**src/rtl/chaos_seed_ctrl_pkg.sv**
```systemverilog
// ---------------------------------------------------------------------------
// chaos_seed_ctrl_pkg
// Shared definitions for the chaos seed controller: chaotic sample width and
// the 2-bit controller state encoding.
// ---------------------------------------------------------------------------
package chaos_seed_ctrl_pkg;

    // Width of one signed chaotic map sample.
    localparam int CHAOS_W = 16;

    // Controller states. The encoding is fixed at 2 bits and is exposed on
    // the fsm_state debug port.
    typedef enum logic [1:0] {
        ST_IDLE    = 2'd0,
        ST_COLLECT = 2'd1,
        ST_DONE    = 2'd2,
        ST_ERR     = 2'd3
    } state_t;

endpackage

```
**src/rtl/chaos_seed_ctrl_cmp.sv**
```systemverilog
// ---------------------------------------------------------------------------
// chaos_seed_ctrl_cmp
// Sign comparator: turns a signed chaotic sample into one raw entropy bit.
// The bit is 1 only for strictly positive samples; zero and every negative
// value give 0.
//
// Ports:
//   value    in  CHAOS_W  signed two's-complement sample
//   cmp_bit  out 1        1 iff value > 0
// ---------------------------------------------------------------------------
module chaos_seed_ctrl_cmp
    import chaos_seed_ctrl_pkg::*;
(
    input  logic [CHAOS_W-1:0] value,
    output logic               cmp_bit
);

    // Positive means sign bit clear and at least one magnitude bit set.
    assign cmp_bit = !value[CHAOS_W-1] && (|value[CHAOS_W-2:0]);

endmodule

```
**src/rtl/chaos_seed_ctrl.sv**
```systemverilog
// ---------------------------------------------------------------------------
// chaos_seed_ctrl
// Collects SEED_W entropy bits from a chaotic map sample stream into a seed
// word, optionally von Neumann debiased, under a per-seed sample budget.
//
// Handshake: a sample is accepted in any cycle where sample_valid and
// sample_ready are both high; sample_ready is combinational (COLLECT and no
// abort) and does not depend on sample_valid.
//
// Ports:
//   clk            in   clock, rising edge
//   rst            in   asynchronous active-high reset
//   start          in   begin collecting (from IDLE or ERR)
//   abort          in   drop the collection in progress (COLLECT only)
//   chaotic_value  in   16-bit signed sample
//   sample_valid   in   chaotic_value valid
//   sample_ready   out  sample accepted this cycle if valid
//   seed           out  seed word (SEED_W bits)
//   seed_valid     out  seed complete and held (DONE)
//   seed_ack       in   consumer took the seed
//   busy           out  collecting
//   err            out  sample budget ran out before completion
//   fsm_state      out  current controller state (debug)
// ---------------------------------------------------------------------------
module chaos_seed_ctrl
    import chaos_seed_ctrl_pkg::*;
#(
    parameter int SEED_W      = 16,
    parameter int DEBIAS      = 1,
    parameter int MAX_SAMPLES = 256
) (
    input  logic              clk,
    input  logic              rst,
    input  logic              start,
    input  logic              abort,
    input  logic [15:0]       chaotic_value,
    input  logic              sample_valid,
    output logic              sample_ready,
    output logic [SEED_W-1:0] seed,
    output logic              seed_valid,
    input  logic              seed_ack,
    output logic              busy,
    output logic              err,
    output logic [1:0]        fsm_state
);

    localparam int CNT_W = $clog2(SEED_W + 1);

    state_t           state;
    state_t           state_nx;
    logic [CNT_W-1:0] bit_cnt;
    logic [15:0]      sample_cnt;
    logic             phase;       // 1 when the next accept is the second of a pair
    logic             first_bit;   // first bit of the current pair
    logic             cmp_bit;
    logic             accept;
    logic             shift_en;
    logic             shift_val;
    logic             complete;
    logic             budget_out;
    logic             clear;

    chaos_seed_ctrl_cmp u_cmp (
        .value   (chaotic_value),
        .cmp_bit (cmp_bit)
    );

    assign sample_ready = (state == ST_COLLECT) && !abort;
    assign accept       = sample_valid && sample_ready;

    // Debiased mode only emits a bit on the second sample of an unequal
    // pair; the emitted value equals the first bit (10 -> 1, 01 -> 0).
    always_comb begin
        shift_en  = 1'b0;
        shift_val = 1'b0;
        if (DEBIAS == 0) begin
            shift_en  = accept;
            shift_val = cmp_bit;
        end else begin
            shift_en  = accept && phase && (first_bit != cmp_bit);
            shift_val = first_bit;
        end
    end

    assign complete   = shift_en && (bit_cnt == CNT_W'(SEED_W - 1));
    assign budget_out = accept && (sample_cnt == 16'(MAX_SAMPLES - 1));

    always_ff @(posedge clk or posedge rst) begin
        if (rst) begin
            state <= ST_IDLE;
        end else begin
            state <= state_nx;
        end
    end

    // Completion is tested before the budget so that a seed finishing on the
    // last allowed sample still goes to DONE.
    always_comb begin
        state_nx = state;
        clear    = 1'b0;
        case (state)
            ST_IDLE: begin
                if (start) begin
                    state_nx = ST_COLLECT;
                    clear    = 1'b1;
                end
            end
            ST_COLLECT: begin
                if (abort) begin
                    state_nx = ST_IDLE;
                    clear    = 1'b1;
                end else if (complete) begin
                    state_nx = ST_DONE;
                end else if (budget_out) begin
                    state_nx = ST_ERR;
                end
            end
            ST_DONE: begin
                if (seed_ack) begin
                    state_nx = ST_IDLE;
                end
            end
            ST_ERR: begin
                if (start) begin
                    state_nx = ST_COLLECT;
                    clear    = 1'b1;
                end
            end
            default: state_nx = ST_IDLE;
        endcase
    end

    // Datapath. The seed is only cleared by a new start, an abort or reset,
    // so it stays readable in IDLE after the consumer acknowledged it.
    always_ff @(posedge clk or posedge rst) begin
        if (rst) begin
            seed       <= '0;
            bit_cnt    <= '0;
            sample_cnt <= '0;
            phase      <= 1'b0;
            first_bit  <= 1'b0;
        end else if (clear) begin
            seed       <= '0;
            bit_cnt    <= '0;
            sample_cnt <= '0;
            phase      <= 1'b0;
            first_bit  <= 1'b0;
        end else if (accept) begin
            sample_cnt <= sample_cnt + 16'd1;
            phase      <= !phase;
            if (!phase) begin
                first_bit <= cmp_bit;
            end
            if (shift_en) begin
                seed    <= {seed[SEED_W-2:0], shift_val};
                bit_cnt <= bit_cnt + CNT_W'(1);
            end
        end
    end

    assign seed_valid = (state == ST_DONE);
    assign busy       = (state == ST_COLLECT);
    assign err        = (state == ST_ERR);
    assign fsm_state  = state;

endmodule

```
**config.mk**
```make
export PLATFORM = sky130hd
export DESIGN_NAME = chaos_seed_ctrl
export DESIGN_NICKNAME = d
export VERILOG_FILES = /design/src/rtl/chaos_seed_ctrl_pkg.sv /design/src/rtl/chaos_seed_ctrl_cmp.sv /design/src/rtl/chaos_seed_ctrl.sv
export SDC_FILE = /design/constraint.sdc
export NUM_CORES = 1
export LEC_CHECK = 0
export BUFFER_PORTS_ARGS = -buffer_cell sky130_fd_sc_hd__buf_2
export CAP_MARGIN = 20
export CORE_UTILIZATION = 58
export CTS_CLUSTER_DIAMETER = 40
export DETAILED_ROUTE_END_ITERATION = 10
export PLACE_DENSITY = 0.93
export SLEW_MARGIN = 20
export SYNTH_ARGS = -nofsm -noshare
export SYNTH_HDL_FRONTEND = slang
export SYNTH_HIERARCHICAL = 1
export SYNTH_SLANG_ARGS = --single-unit
```
**constraint.sdc**
```tcl
create_clock -name clk -period 6.92 [get_ports clk]
set_input_delay 1.384 -clock clk [delete_from_list [all_inputs] [get_ports clk]]
set_output_delay 1.384 -clock clk [all_outputs]
set_load 0.01 [all_outputs]
```
== Word level (Yosys, flattened, before mapping) ==
Cells that the tools add are included.

* Output and inout bits: 22
* Input bits: 22
* Register bits: 41
* Logic and storage cells: 58

* Equality and inequality tests: 10
* Reductions and logical operators: 18
* Add/subtract/negate cells: 2
* Muxes and demuxes: 22

{| class="wikitable"
|+ Operators by type and width
! cell !! count
|-
| $mux W16 || 5
|-
| $add A16 B1 Y16 const B || 1
|-
| $eq A16 B8 Y1 const B || 1
|-
| $mux W5 || 3
|-
| $reduce_or A15 Y1 || 1
|-
| $mux W2 || 5
|-
| $logic_and A1 B1 Y1 || 7
|-
| $mux W1 || 7
|-
| $ne A2 B1 Y1 const B || 3
|-
| $pmux W2 S3 || 1
|-
| $add A5 B1 Y5 const B || 1
|-
| $eq A5 B4 Y1 const B || 1
|-
| $eq A2 B2 Y1 const B || 2
|-
| $ne A4 B2 Y1 const B || 1
|-
| $reduce_and A2 Y1 || 2
|-
| $reduce_bool A2 Y1 || 2
|-
| $logic_not A1 Y1 || 3
|-
| $reduce_and A3 Y1 || 1
|-
| $eq A2 B1 Y1 const B || 1
|-
| $logic_not A2 Y1 || 1
|-
| $pmux W1 S2 || 1
|-
| $reduce_or A2 Y1 || 1
|-
| $ne A1 B1 Y1 || 1
|}

== Logic depth before layout (Yosys ltp) ==
Gate-level depths: netlist of the first run.

* Depth after elaboration: 9
* Gate-level depth with buffers: 7
* Depth with buffers taken out: 6

== By module ==
Netlist of the first run, hierarchy kept.

{| class="wikitable"
|+ By module, submodules not included
! module !! cells each !! seq. area each (um^2) !! area each (um^2) !! instances
|-
| chaos_seed_ctrl || 214 || 1026.0 || 2001.9 || 1
|-
| chaos_seed_ctrl_cmp || 5 || 0.0 || 32.5 || 1
|}

== Worst setup path after synthesis of the first run ==
Ideal clock, no wire load.

* Path kind: in2out
* From: in abort
* To: out sample_ready
* Stages: 1
* Slack: 3921 ps
* Data arrival time: 1615 ps
* Path buffers: 0
* Data required time: 5536 ps
* Cells stage by stage: nor2b_1

* Longest elaborated chain between the ends: 2

{| class="wikitable"
|+ Ends and longest elaborated chain
! element !! line !! text
|-
| start: declaration || chaos_seed_ctrl.sv:35 || <nowiki>input logic abort,</nowiki>
|-
| $logic_not A1 Y1 || chaos_seed_ctrl.sv:68 || <nowiki>assign sample_ready = (state == ST_COLLECT) && !abort;</nowiki>
|-
| $logic_and A1 B1 Y1 || chaos_seed_ctrl.sv:68 ||
|-
| end: declaration || chaos_seed_ctrl.sv:38 || <nowiki>output logic sample_ready,</nowiki>
|}

Every way passes these cells.

== Worst setup path after layout of the first run ==
* From: in chaotic_value[4]
* To: reg state[0], in the netlist fsm_state[0]

* Longest elaborated chain between the ends: 8
* Elaborated cells on any way between the ends: 10
* Those cells by class: 2 x eq/ne; 3 x mux; 5 x reduce/logical

{| class="wikitable"
|+ Ends and longest elaborated chain
! element !! line !! text
|-
| start: declaration || chaos_seed_ctrl.sv:36 || <nowiki>input logic [15:0] chaotic_value,</nowiki>
|-
| $reduce_or A15 Y1 * || chaos_seed_ctrl_cmp.sv:19 || <nowiki>assign cmp_bit = !value[CHAOS_W-1] && (|value[CHAOS_W-2:0]);</nowiki>
|-
| $logic_and A1 B1 Y1 * || chaos_seed_ctrl_cmp.sv:19 ||
|-
| named net cmp_bit || chaos_seed_ctrl.sv:55 || <nowiki>logic cmp_bit;</nowiki>
|-
| $ne A1 B1 Y1 * || chaos_seed_ctrl.sv:80 || <nowiki>shift_en = accept && phase && (first_bit != cmp_bit);</nowiki>
|-
| $logic_and A1 B1 Y1 * || chaos_seed_ctrl.sv:80 ||
|-
| $logic_and A1 B1 Y1 * || chaos_seed_ctrl.sv:85 || <nowiki>assign complete = shift_en && (bit_cnt == CNT_W'(SEED_W - 1));</nowiki>
|-
| $mux W2 || chaos_seed_ctrl.sv:112 || <nowiki>end else if (complete) begin</nowiki>
|-
| $mux W2 || chaos_seed_ctrl.sv:109 || <nowiki>if (abort) begin</nowiki>
|-
| $pmux W2 S3 || chaos_seed_ctrl.sv:101 || <nowiki>case (state)</nowiki>
|-
| end signal: assignment || chaos_seed_ctrl.sv:92 || <nowiki>state <= state_nx;</nowiki>
|-
| end: declaration || chaos_seed_ctrl.sv:49 || <nowiki>state_t state;</nowiki>
|}

The timed path passes the listed nets; every way through them passes the cells marked *.
A chain may end at the register's enable or synchronous reset.

==> summary.txt, run 1 <==
Logic synthesis
  – Post-Syn Nets: 247
  – Seq cells post-synth: 41
  – Syn Std Cell Area: 2034 um2
  – Sequential element share of the synthesized area: 50.43%
  – Avg Synthesized Cell Area: 9.290 um2
  – Yosys warning count: 6
  – Post-synth EDFFs: 0
  – Leading register cell type out of synthesis: dfrtp_1
  – FFs w/ async S/R, synth: 100.0%
  – Yosys cell types: 38
  – Syn Inst Count: 219

Setup path
  – CP cell instances: buf_2 > nor4_1 > a41oi_1 > xor2_1 > and2_0 > a21oi_1 > o221a_2
  – Worst path max stage delay: about 0.9 ns
  – FF-to-FF End: fsm_state[0]$_DFFE_PP0P_
  – Crit path launch type: primary input
  – Worst reg-to-reg path cell count: 6
  – Required time worst endpoint: roughly 7.2 ns
  – CP max-delay cell: and2_0
  – Kind of critical path: primary input to register
  – Crit path capture type: register
  – R2r setup slk: roughly 4.3 ns
  – CP Data Arrival Time: 3.70 ns
  – Crit Path Max Fanout: 22
  – Reg2reg start: fsm_state[1]$_DFFE_PP0P_

Clock tree
  – Clk buf depth: 2
  – Sink Count: 41
  – Cts repair resizes: 0
  – Clk slew on worst S/H paths: about 0.12 ns
  – Clock Latency Late Sink: 0.35 ns
  – Setup bufs post-CTS: 0
  – Clk root buf: clkbuf_4
  – CTS buffer count: 5
  – CTS tree: built
  – Hold Buf Count CTS: 0
  – Htree depth: 2

Detailed routing
  – Via density: 5.629
  – Via count: 1,728
  – First-pass DRT Iterations: 4
  – Initial DRC count: 73
  – Drt drc: 0
  – WL/cell: 13.33 um
  – Drt total wl: 4091 um
  – Antenna Violating Nets Remaining: 0

Power
  – Cell leakage power: 1.132 nW
  – Power Dens Cells: roughly 220 nW/um2
  – Clock network fraction of design power: between 20% and 30%
  – Combinational Power Share: 22.5%
  – Net switching power: 0.1618 mW
  – Switch share: a little under a third
  – Design Power: 0.5291 mW
  – Sequential power share: 49.2%
  – Max VDD drop: 0.1431 mV
  – Internal Dissipation: 0.3673 mW

Flow run
  – Max-cap violations: 0

Timing
  – Clock Skew: 0.005561 ns
  – Post-route setup TNS: 0 ns
  – Pins Over Slew Limit: 0
  – Unrepaired setup endpoints after global routing: no
  – Slew @ Worst Pin: approximately 1.1 ns
  – Fmax: 289.6 MHz
  – Final setup fails: 0
  – Max-slew headroom: 26.21%
  – Tmin final: 3.452 ns
  – Fin crit share: 49.89%
  – Worst Hold Slack: 0.5276 ns
  – Final worst slack: 3.468 ns
  – Final hold violations: 0

Floorplanning
  – Num rows: 21
  – Die width: about 61 um
  – Die area: 3749 um2
  – I/O pin cnt: 44
  – Die Height: 61.23 um
  – Starting Density: 60.97%
  – Core Box Area: 3337 um2

Final layout
  – Share of post-route cells with drive strength above 1: between 20% and 30%
  – Layout area overhead: 15.93%
  – Commonest non-fill, non-tap cell in the layout: nand2_1
  – Final Core Density: 70.68%
  – Nets: 289
  – Ant. Diodes: 0
  – Most frequent cells in the layout: nand2_1 (46), buf_2 (43), dfrtp_1 (41)

Place
  – Dpl hpwl: around 2900 um
  – Place WS: ~3.2 ns
  – Port Buffer Count: 43
  – GPL Wtd Cong: 0.8094

GRT
  – Number of global-route vias before repair: 1,481
  – Largest net degree at the start of global routing: 42
  – Initial antenna violation count: 0
  – Busiest grt layer: met2
  – GRT met1 Usage: 26.92%
  – Met2 GRT Util: between 40% and 50%
  – GR Util met3: approximately 6.3%
  – Total congestion overflow: 0
  – First-pass GRT wire length: 6196 um
  – Total track usage: 23.18%

Worst hold path
  – Worst hold path class: register to register
  – Worst Hold Path EP: seed[15]$_DFFE_PP0P_
  – Hold path startpoint: seed[15]$_DFFE_PP0P_
  – Hold Crit Depth: 2

Outcome
  – Status: finished, final reports clean
[layer usage]
metal | vias to the layer above | routed length, um | part of all wire, %
li1 | 840 | - | -
met1 | 850 | 1723 | 42
met2 | 32 | 2218 | 54
met3 | 6 | 113 | 2.8
met4 | 0 | 36 | 0.88
met5 | - | 0 | 0
[worst max path at each step]
stage,end,cells past startpoint,slack (ns),startpoint
CTS,fsm_state[0]$_DFFE_PP0P_,7,3.51,chaotic_value[4]
global route,fsm_state[0]$_DFFE_PP0P_,7,3.33,chaotic_value[4]
detailed placement,fsm_state[0]$_DFFE_PP0P_,7,3.17,chaotic_value[4]
floorplan,sample_ready,1,3.92,abort
finish,fsm_state[0]$_DFFE_PP0P_,7,3.47,chaotic_value[4]
global placement,fsm_state[0]$_DFFE_PP0P_,7,3.27,chaotic_value[8]
[area by class of cell]
type / instances / area [um2]
Clock buffer: 5 / 37.54
Clock inverter: 2 / 35.03
Fill cell: 270 / 978.4
Inverter: 8 / 30.03
Multi-Input combinational cell: 160 / 942.2
Sequential cell: 41 / 1026
Tap cell: 46 / 57.56
Timing Repair Buffer: 45 / 230.2
[metrics by stage]
| step | cells | instance area, um2 |
|---|---|---|
| after detailed placement | 300 | 2286 |
| after floorplan | 219 | 2034 |
| after global routing | 307 | 2359 |
| after global placement | 300 | 2286 |
| final | 307 | 2359 |
| after CTS | 307 | 2359 |
[power by group through the flow]
stage	Clock [mW]	Combinational, mW	Sequential [mW]
after CTS	0.151	0.120	0.260
after global routing	0.160	0.131	0.263
after floorplan	0	0.0859	0.264
after global placement	0	0.117	0.264
after detailed placement	0	0.119	0.265
final	0.150	0.119	0.260
[Yosys cell counts, types with 2 or more instances]
master / n / area share (%)
nor4_1: 7 / 2.2
o211ai_1: 2 / 0.74
dfrtp_1: 41 / 50
nand4_1: 5 / 1.5
inv_1: 8 / 1.5
o21ai_0: 2 / 0.49
or3_1: 2 / 0.61
or4_1: 5 / 1.8
nor2b_1: 2 / 0.61
ha_1: 6 / 3.7
nand2_1: 46 / 8.5
nor2_1: 17 / 3.1
nor3_1: 4 / 0.98
a21oi_1: 22 / 5.4
nand3_1: 6 / 1.5
and3_1: 2 / 0.61
clkbuf_1: 6 / 1.1
xnor2_1: 7 / 3.0
buf_1: 3 / 0.55
mux2i_1: 2 / 0.98
xor2_1: 7 / 3.0
[sequential cells by signal (all words and copies together) (netlist names)]
name / cells
bit_cnt: 5
phase: 1
seed: 16
fsm_state: 2
first_bit: 1
sample_cnt: 16
[cell families (layout without fill, tap and decap cells)]
group,count (synthesis),after routing,share of synthesized area [%]
and+or+nand+nor,102,102,24.48
DFF,41,41,50.43
AOI/OAI and AO/OA,35,35,10.46
buffers and inverters,18,60,3.382
xor gates and xnor gates,14,14,6.027
adders and majority gates,6,6,3.690
muxes,3,3,1.538
[worst max-delay path, delay by kind of cell]
kind | cells | cell delay (ns)
buffers and inverters | 1 | 0.10
AOI/OAI and AO/OA | 3 | 0.69
xor gates and xnor gates | 1 | 0.27
and+or+nand+nor | 2 | 1.25
No activity file was read; power rests on OpenSTA's default activity.
==> run 2: changes to the inputs <==
--- a/config.mk
+++ b/config.mk
@@ -5,12 +5,13 @@
 export SDC_FILE = /design/constraint.sdc
 export NUM_CORES = 1
 export LEC_CHECK = 0
+export ABC_AREA = 1
 export BUFFER_PORTS_ARGS = -buffer_cell sky130_fd_sc_hd__buf_2
 export CAP_MARGIN = 20
-export CORE_UTILIZATION = 58
+export CORE_UTILIZATION = 55
 export CTS_CLUSTER_DIAMETER = 40
 export DETAILED_ROUTE_END_ITERATION = 10
-export PLACE_DENSITY = 0.93
+export PLACE_DENSITY = 0.89
 export SLEW_MARGIN = 20
 export SYNTH_ARGS = -nofsm -noshare
 export SYNTH_HDL_FRONTEND = slang
==> constraint.sdc (replaced) <==
create_clock -name clk -period 3.59 [get_ports clk]
set_input_delay 0.718 -clock clk [delete_from_list [all_inputs] [get_ports clk]]
set_output_delay 0.718 -clock clk [all_outputs]
set_load 0.01 [all_outputs]
==> run 2 against run 1 <==
Against the previous run:
- via count increased by 15%
- hold slack improved by 0.00062 ns
- final cell count increased by 21%
- count of clock-buffer cells in the layout unchanged
- die area increased by 14%
- first-iteration DRC count increased by 100%
- synthesized area increased by 9.0%
- critical path depth decreased by 2
- sequential cell count unchanged
- global-route usage increased by 1.6 points
- utilization decreased by 2.4 points
- highest routed layer unchanged
==> summary.txt, run 2 <==
Outcome
  – Status: finished, final reports clean

Logic synthesis
  – Post-Syn Nets: 308 (+25%)
  – Sequential element share of the synthesized area: 46.25% (-4.2 points)
  – Synth top cells by count: nand2_1 (60), dfrtp_1 (41), nand3_1 (33), nor2_1 (33), inv_1 (31)
  – FFs w/ async S/R, synth: 100.0% (unchanged)
  – Yosys cell types: 29 (-24%)
  – Avg Synthesized Cell Area: 7.923 um2 (-15%)
  – Area leader, netlist: dfrtp_1
  – Syn Std Cell Area: 2218 um2 (+9.0%)
  – Post-synth EDFFs: 0 (unchanged)
  – Syn Inst Count: 280 (+28%)
  – Most area-consuming cells after synthesis: dfrtp_1 (46%), nand2_1 (10%), nand3_1 (7.4%), nor2_1 (5.6%), inv_1 (5.2%)
  – Yosys warning count: 6 (unchanged)
  – Most common cell in the synthesized netlist: nand2_1
  – Top cell type's share of synthesized area: 46.25% (-4.2 points)
  – Leading register cell type out of synthesis: dfrtp_1
  – Seq cells post-synth: 41 (unchanged)

Detailed routing
  – Highest routed layer: met4
  – Antenna Violating Nets Remaining: 0 (unchanged)
  – Via count: 1,993 (+15%)
  – Drt drc: 0 (unchanged)
  – Met1 WL: 2066 um (+20%)
  – Initial DRC count: 146 (+100%)
  – First-pass DRT Iterations: 4 (unchanged)
  – Drt total wl: 4682 um (+14%)
  – Via density: 5.343 (-5.1%)
  – Met3 wire len: 204 um (+81%)
  – WL met2: 2316 um (+4.4%)
  – WL/cell: 12.55 um (-5.8%)

Timing
  – Final worst slack: 1.444 ns (-2.024 ns)
  – Slew @ Worst Pin: 0.5014 ns (-0.6049 ns)
  – Clock Skew: 0.005039 ns (-0.0005225 ns)
  – Final hold violations: 0 (unchanged)
  – Unrepaired setup endpoints after global routing: no
  – Final setup fails: 0 (unchanged)
  – Post-route setup TNS: 0 ns (unchanged)
  – Pins Over Slew Limit: 0 (unchanged)
  – Tmin final: ~2.1 ns
  – Max-slew headroom: 66.57% (+40 points)
  – Fin crit share: 59.79%
  – Fmax: roughly 470 MHz

Floorplanning
  – Num rows: 22 (+4.8%)
  – Core Box Area: 3771 um2 (+13%)
  – Die Height: 65.51 um (+7.0%)
  – Die area: 4292 um2 (+14%)
  – Die width: 65.51 um (+7.0%)
  – I/O pin cnt: 44 (unchanged)
  – Starting Density: 58.83% (-2.1 points)

Clock tree
  – Setup bufs post-CTS: 0 (unchanged)
  – Clk buf depth: 2 (unchanged)
  – CTS tree: built
  – Clk slew on worst S/H paths: 0.08 ns (-0.04 ns)
  – CTS buffer count: 5 (unchanged)
  – Hold Buf Count CTS: 0 (unchanged)
  – Htree depth: 2 (unchanged)
  – Clk root buf: clkbuf_8
  – Cts repair resizes: 0 (unchanged)
  – Clock Latency Late Sink: 0.30 ns (-0.05 ns)
  – Sink Count: 41 (unchanged)

GRT
  – Total track usage: 24.76% (+1.6 points)
  – Number of global-route vias before repair: 1,924 (+30%)
  – Largest net degree at the start of global routing: 42 (unchanged)
  – Total congestion overflow: 0 (unchanged)
  – First-pass GRT wire length: 8059 um (+30%)
  – Initial antenna violation count: 0 (unchanged)

Setup path
  – Kind of critical path: register to output pin
  – Crit path capture type: output pin
  – Required time worst endpoint: 2.87 ns (-4.30 ns)
  – CP Data Arrival Time: 1.43 ns (-2.27 ns)
  – Crit path launch type: register
  – CP max-delay cell: dfrtp_1
  – Crit Path Max Fanout: 5 (-77%)
  – CP cell instances: inv_1 > ha_1 > nand2_1 > inv_1 > buf_2
  – Worst path max stage delay: 0.42 ns (-0.48 ns)
  – Cell mode on critical path: inv_1

Place
  – Dpl hpwl: 3265 um (+13%)
  – Port Buffer Count: 43 (unchanged)
  – GPL Wtd Cong: 0.8868 (+9.6%)
  – Place WS: 1.364 ns (-1.805 ns)

Final layout
  – FILL cells: 292 (+8.1%)
  – Top flop regs: sample_cnt x16, seed x16, bit_cnt x5
  – Layout area overhead: 16.07%
  – Most frequent cells in the layout: nand2_1 (60), buf_2 (43), dfrtp_1 (41)
  – Share of post-route cells with drive strength above 1: 20.00% (-1.8 points)
  – Nets: 352 (+22%)
  – Ant. Diodes: 0 (unchanged)
  – Commonest non-fill, non-tap cell in the layout: nand2_1

Power
  – Power Dens Cells: 516.8 nW/um2 (+130%)
  – Max VDD drop: 0.3429 mV (+140%)
  – Cell leakage power: 1.290 nW (+14%)

Worst hold path
  – Worst hold path class: primary input to async pin

Flow run
  – Max-cap violations: 0 (unchanged)
[run 2: cell types whose count changed in the layout (fill, tap and decap cells not counted), moves of 7 or more]
cell | previous run | this run
a21oi_1 | 22 | 12
inv_1 | 8 | 31
nand2_1 | 46 | 60
nand3_1 | 6 | 33
nor2_1 | 16 | 33
nor4_1 | 7 | 0
o21ai_0 | 2 | 20
xnor2_1 | 7 | 0
[run 2: critical path, delay by kind of cell (launching register included)]
family / cells / cell delay, ns
adder cells (fa/ha/maj): 1 / 0.28
buffers and inverters: 3 / 0.35
flip-flops: 1 / 0.42
AND/OR/NAND/NOR: 1 / 0.08
[run 2: per-layer routing]
metal,up-vias,track usage (%)
li1,1000,-
met1,931,29.29
met2,52,42.78
met3,10,6.424
met4,0,9.511
met5,-,0
[run 2: worst paths after layout]
| check | start | end | slack, ns | cells past startpoint |
|---|---|---|---|---|
| setup / recovery | fsm_state[1]$_DFFE_PP0P_ | sample_ready | 1.44 | 5 |
| hold / removal | rst | sample_cnt[13]$_DFFE_PP0P_ | 0.53 | 3 |
| setup reg to reg | fsm_state[0]$_DFFE_PP0P_ | sample_cnt[12]$_DFFE_PP0P_ | 1.53 | 9 |
| hold reg to reg | seed[15]$_DFFE_PP0P_ | seed[15]$_DFFE_PP0P_ | 0.53 | 2 |
| max in group asynchronous | rst | seed[11]$_DFFE_PP0P_ | 2.71 | 3 |
| min in group clk | seed[15]$_DFFE_PP0P_ | seed[15]$_DFFE_PP0P_ | 0.53 | 2 |
[run 2: area by class of cell]
type	instances	area, um2	area share [%]
sequential	41	1026	39.84
multi-input combinational	199	1023	39.75
timing repair buffer	45	230.2	8.941
inverter	32	120.1	4.665
clock buffer	5	68.82	2.672
tap	48	60.06	2.332
clock inverter	3	46.29	1.798
[run 2: through the flow]
step / power [mW] / instances / instance area [um2] / utilization, % / hold slack, ns
after floorplan: 0.8599 / 280 / 2218 / - / 0.4948
after global placement: 0.9364 / 365 / 2460 / 65.23 / 0.5210
after detailed placement: 0.9533 / 365 / 2460 / 65.23 / 0.5157
after CTS: 1.331 / 373 / 2575 / 68.28 / 0.5372
after global routing: 1.414 / 373 / 2575 / 68.28 / 0.5625
final: 1.331 / 373 / 2575 / 68.28 / 0.5282
[run 2: report_power, final]
group	switching (mW)	internal (mW)	total, mW	leakage, nW
combinational	0.313	0.121	0.434	0.666
sequential	0.0285	0.488	0.517	0.569
clock	0.172	0.208	0.380	0.0543
total	0.514	0.817	1.33	1.29
[run 2: logic make-up (layout without fill, tap and decap cells)]
family                     count (synthesis)  after routing  synth area share (%)
xor gates and xnor gates                   4              4                 1.918
adders and majority gates                  6              6                 3.384
AOI/OAI and AO/OA                         42             42                 10.15
buffers and inverters                     40             85                 7.614
and+or+nand+nor                          147            147                 30.68
DFF                                       41             41                 46.25
==> run 3: changes to the inputs <==
--- a/config.mk
+++ b/config.mk
@@ -5,13 +5,13 @@
 export SDC_FILE = /design/constraint.sdc
 export NUM_CORES = 1
 export LEC_CHECK = 0
-export ABC_AREA = 1
+export ABC_AREA = 0
 export BUFFER_PORTS_ARGS = -buffer_cell sky130_fd_sc_hd__buf_2
 export CAP_MARGIN = 20
-export CORE_UTILIZATION = 55
+export CORE_UTILIZATION = 54
 export CTS_CLUSTER_DIAMETER = 40
 export DETAILED_ROUTE_END_ITERATION = 10
-export PLACE_DENSITY = 0.89
+export PLACE_DENSITY = 0.88
 export SLEW_MARGIN = 20
 export SYNTH_ARGS = -nofsm -noshare
 export SYNTH_HDL_FRONTEND = slang
==> constraint.sdc (replaced) <==
create_clock -name clk -period 2.15 [get_ports clk]
set_input_delay 0.43 -clock clk [delete_from_list [all_inputs] [get_ports clk]]
set_output_delay 0.43 -clock clk [all_outputs]
set_load 0.01 [all_outputs]
==> run 3 against run 2 <==
Against the previous run:
- hold slack got worse by 0.28 ns
- utilization rose by 3.6 points
- clock skew rose by 0.0013 ns
- die area fell by 6.4%
- critical endpoint is now sample_cnt[14]$_DFFE_PP0P_
- first-iteration DRC count rose by 5.5%
- via count fell by 9.6%
==> summary.txt, run 3 (same netlist as run 1, synthesis figures left out) <==
Clock tree
  – CTS buffer count: 5 (unchanged)
  – Clk root buf: clkbuf_8
  – Clk slew on worst S/H paths: 0.08 ns (about the same)
  – Htree depth: 2 (unchanged)
  – Setup bufs post-CTS: 0 (unchanged)
  – Hold Buf Count CTS: 0 (unchanged)
  – CTS tree: built
  – Clk buf depth: 2 (unchanged)
  – Clock Latency Late Sink: 0.30 ns (about the same)
  – Sink Count: 41 (unchanged)
  – Cts repair resizes: 0 (unchanged)

Setup path
  – Delay-heaviest family, CP: simple AND/OR/NAND/NOR gates
  – Worst reg-to-reg path cell count: 6 (-3)
  – Bufs and invs on worst path: 1 (-2)
  – CP Data Arrival Time: 2.33 ns (+0.90 ns)
  – Crit path launch type: register
  – CP cell instances: inv_2 > ha_4 > nand4b_4 > or4_4 > or4_1 > a21oi_1
  – Kind of critical path: register to register
  – Crit Path Max Fanout: 9 (+4)
  – Required time worst endpoint: 2.38 ns (-0.49 ns)
  – Crit path capture type: register
  – CP max-delay cell: or4_4
  – Worst path max stage delay: 0.54 ns (+0.12 ns)
  – Crit path depth: 6 (+1)

Final layout
  – Area occupied by multi-input gates: 962.2 um2 (-6.0%)
  – FILL cells: 264 (-9.6%)
  – Share of post-route cells with drive strength above 1: 26.39% (+6.4 points)
  – Layout area overhead: 22.57%
  – Final Non-Filler Cells: 315 (-16%)
  – Storage element area: 1028 um2 (+0.24%)
  – Commonest non-fill, non-tap cell in the layout: nand2_1
  – Most frequent cells in the layout: nand2_1 (46), buf_2 (43), dfrtp_1 (39)
  – Nets: 296 (-16%)
  – Top flop regs: sample_cnt x16, seed x16, bit_cnt x5
  – Final Core Density: 71.90% (+3.6 points)
  – Ant. Diodes: 0 (unchanged)

Place
  – Place WS: 0.05781 ns (-1.307 ns)
  – Dpl hpwl: 3140 um (-3.8%)
  – Cells after DPL: 307 (-16%)
  – Port Buffer Count: 43 (unchanged)
  – GPL Wtd Cong: 0.8349 (-5.9%)

GRT
  – First-pass GRT wire length: 7714 um (-4.3%)
  – Initial antenna violation count: 0 (unchanged)
  – Total congestion overflow: 0 (unchanged)
  – Number of global-route vias before repair: 1,740 (-9.6%)
  – Largest net degree at the start of global routing: 42 (unchanged)
  – Total track usage: 24.97% (+0.21 points)

Timing
  – Fin crit share: 97.49%
  – Worst Hold Slack: 0.2527 ns (-0.2755 ns)
  – Tmin final: between 2 and 2.5 ns
  – Fmax: 477.1 MHz
  – Final hold violations: 0 (unchanged)
  – Max-slew headroom: 65.96% (-0.61 points)
  – Unrepaired setup endpoints after global routing: yes
  – Final setup fails: 0 (unchanged)
  – Clock Skew: 0.006361 ns (+0.001323 ns)
  – Pins Over Slew Limit: 0 (unchanged)
  – Final worst slack: 0.05406 ns (-1.389 ns)
  – Slew @ Worst Pin: 0.5106 ns (+0.009211 ns)

Detailed routing
  – Via density: 5.721 (+7.1%)
  – First-pass DRT Iterations: 4 (unchanged)
  – Initial DRC count: 154 (+5.5%)
  – Drt total wl: 4597 um (-1.8%)
  – Antenna Violating Nets Remaining: 0 (unchanged)
  – WL/cell: 14.59 um (+16%)
  – Via count: 1,802 (-9.6%)
  – Drt drc: 0 (unchanged)

Floorplanning
  – Num rows: 21 (-4.5%)
  – Core Box Area: 3468 um2 (-8.0%)
  – Die Height: 63.38 um (-3.3%)
  – Die area: 4017 um2 (-6.4%)
  – Starting Density: 58.66% (-0.17 points)
  – Die width: 63.38 um (-3.3%)
  – I/O pin cnt: 44 (unchanged)

Flow run
  – Max-cap violations: 0 (unchanged)

Power
  – Power Dens Cells: 767.8 nW/um2 (+49%)
  – Max VDD drop: 0.4911 mV (+43%)
  – Design Power: 1.915 mW (+44%)
  – Cell leakage power: 1.187 nW (-8.0%)

Outcome
  – Status: finished, final reports clean

Worst hold path
  – Worst hold path class: primary input to async pin
==> run 3: worst reg2reg max path, delay by kind of cell (launching register included) <==
kind                     cells  cell delay (ns)
buffers and inverters        1             0.06
flip-flops                   1             0.41
AND/OR/NAND/NOR              3             1.25
adder cells (fa/ha/maj)      1             0.17
AO/OA/AOI/OAI                1             0.15
==> run 3: power by group <==
part	leakage (nW)	internal [mW]	switching, mW	total, mW
Clock	0.0574	0.377	0.271	0.648
Sequential	0.567	0.805	0.0379	0.843
Combinational	0.562	0.174	0.249	0.423
Total	1.19	1.36	0.558	1.91
==> run 3: through the flow <==
step                cell area, um2  setup TNS, ns
floorplan                     2049              0
global placement              2366              0
detailed placement            2366              0
CTS                           2486              0
global route                  2494       -0.04160
finish                        2494              0
==> run 3: per-layer routing <==
layer / track usage, % / vias up / share of wire [%]
li1: - / 851 / -
met1: 29.82 / 869 / 39
met2: 42.95 / 71 / 52
met3: 6.884 / 11 / 6.7
met4: 8.523 / 0 / 1.7
met5: 0 / - / 0
==> run 3: worst paths after layout <==
| kind | from | endpoint | slack [ns] |
|---|---|---|---|
| setup / recovery | fsm_state[1]$_DFFE_PP0P_ | sample_cnt[14]$_DFFE_PP0P_ | 0.05 |
| hold / removal | rst | sample_cnt[11]$_DFFE_PP0P_ | 0.25 |
| hold reg to reg | seed[11]$_DFFE_PP0P_ | seed[12]$_DFFE_PP0P_ | 0.54 |
| min in group clk | chaotic_value[15] | first_bit$_DFFE_PP0P_ | 0.49 |
| max in group asynchronous | rst | fsm_state[1]$_DFFE_PP0P_ | 1.52 |
| setup reg to reg | fsm_state[1]$_DFFE_PP0P_ | sample_cnt[14]$_DFFE_PP0P_ | 0.05 |
==> run 3: area by class of cell <==
cell class / instances / share of cell area (%)
clock inverters: 2 / 1.505
well taps: 46 / 2.308
repair buffers: 52 / 11.84
flip-flops and latches: 41 / 41.24
clock buffers: 6 / 3.312
multi-input cells: 160 / 38.59
inverters: 8 / 1.204
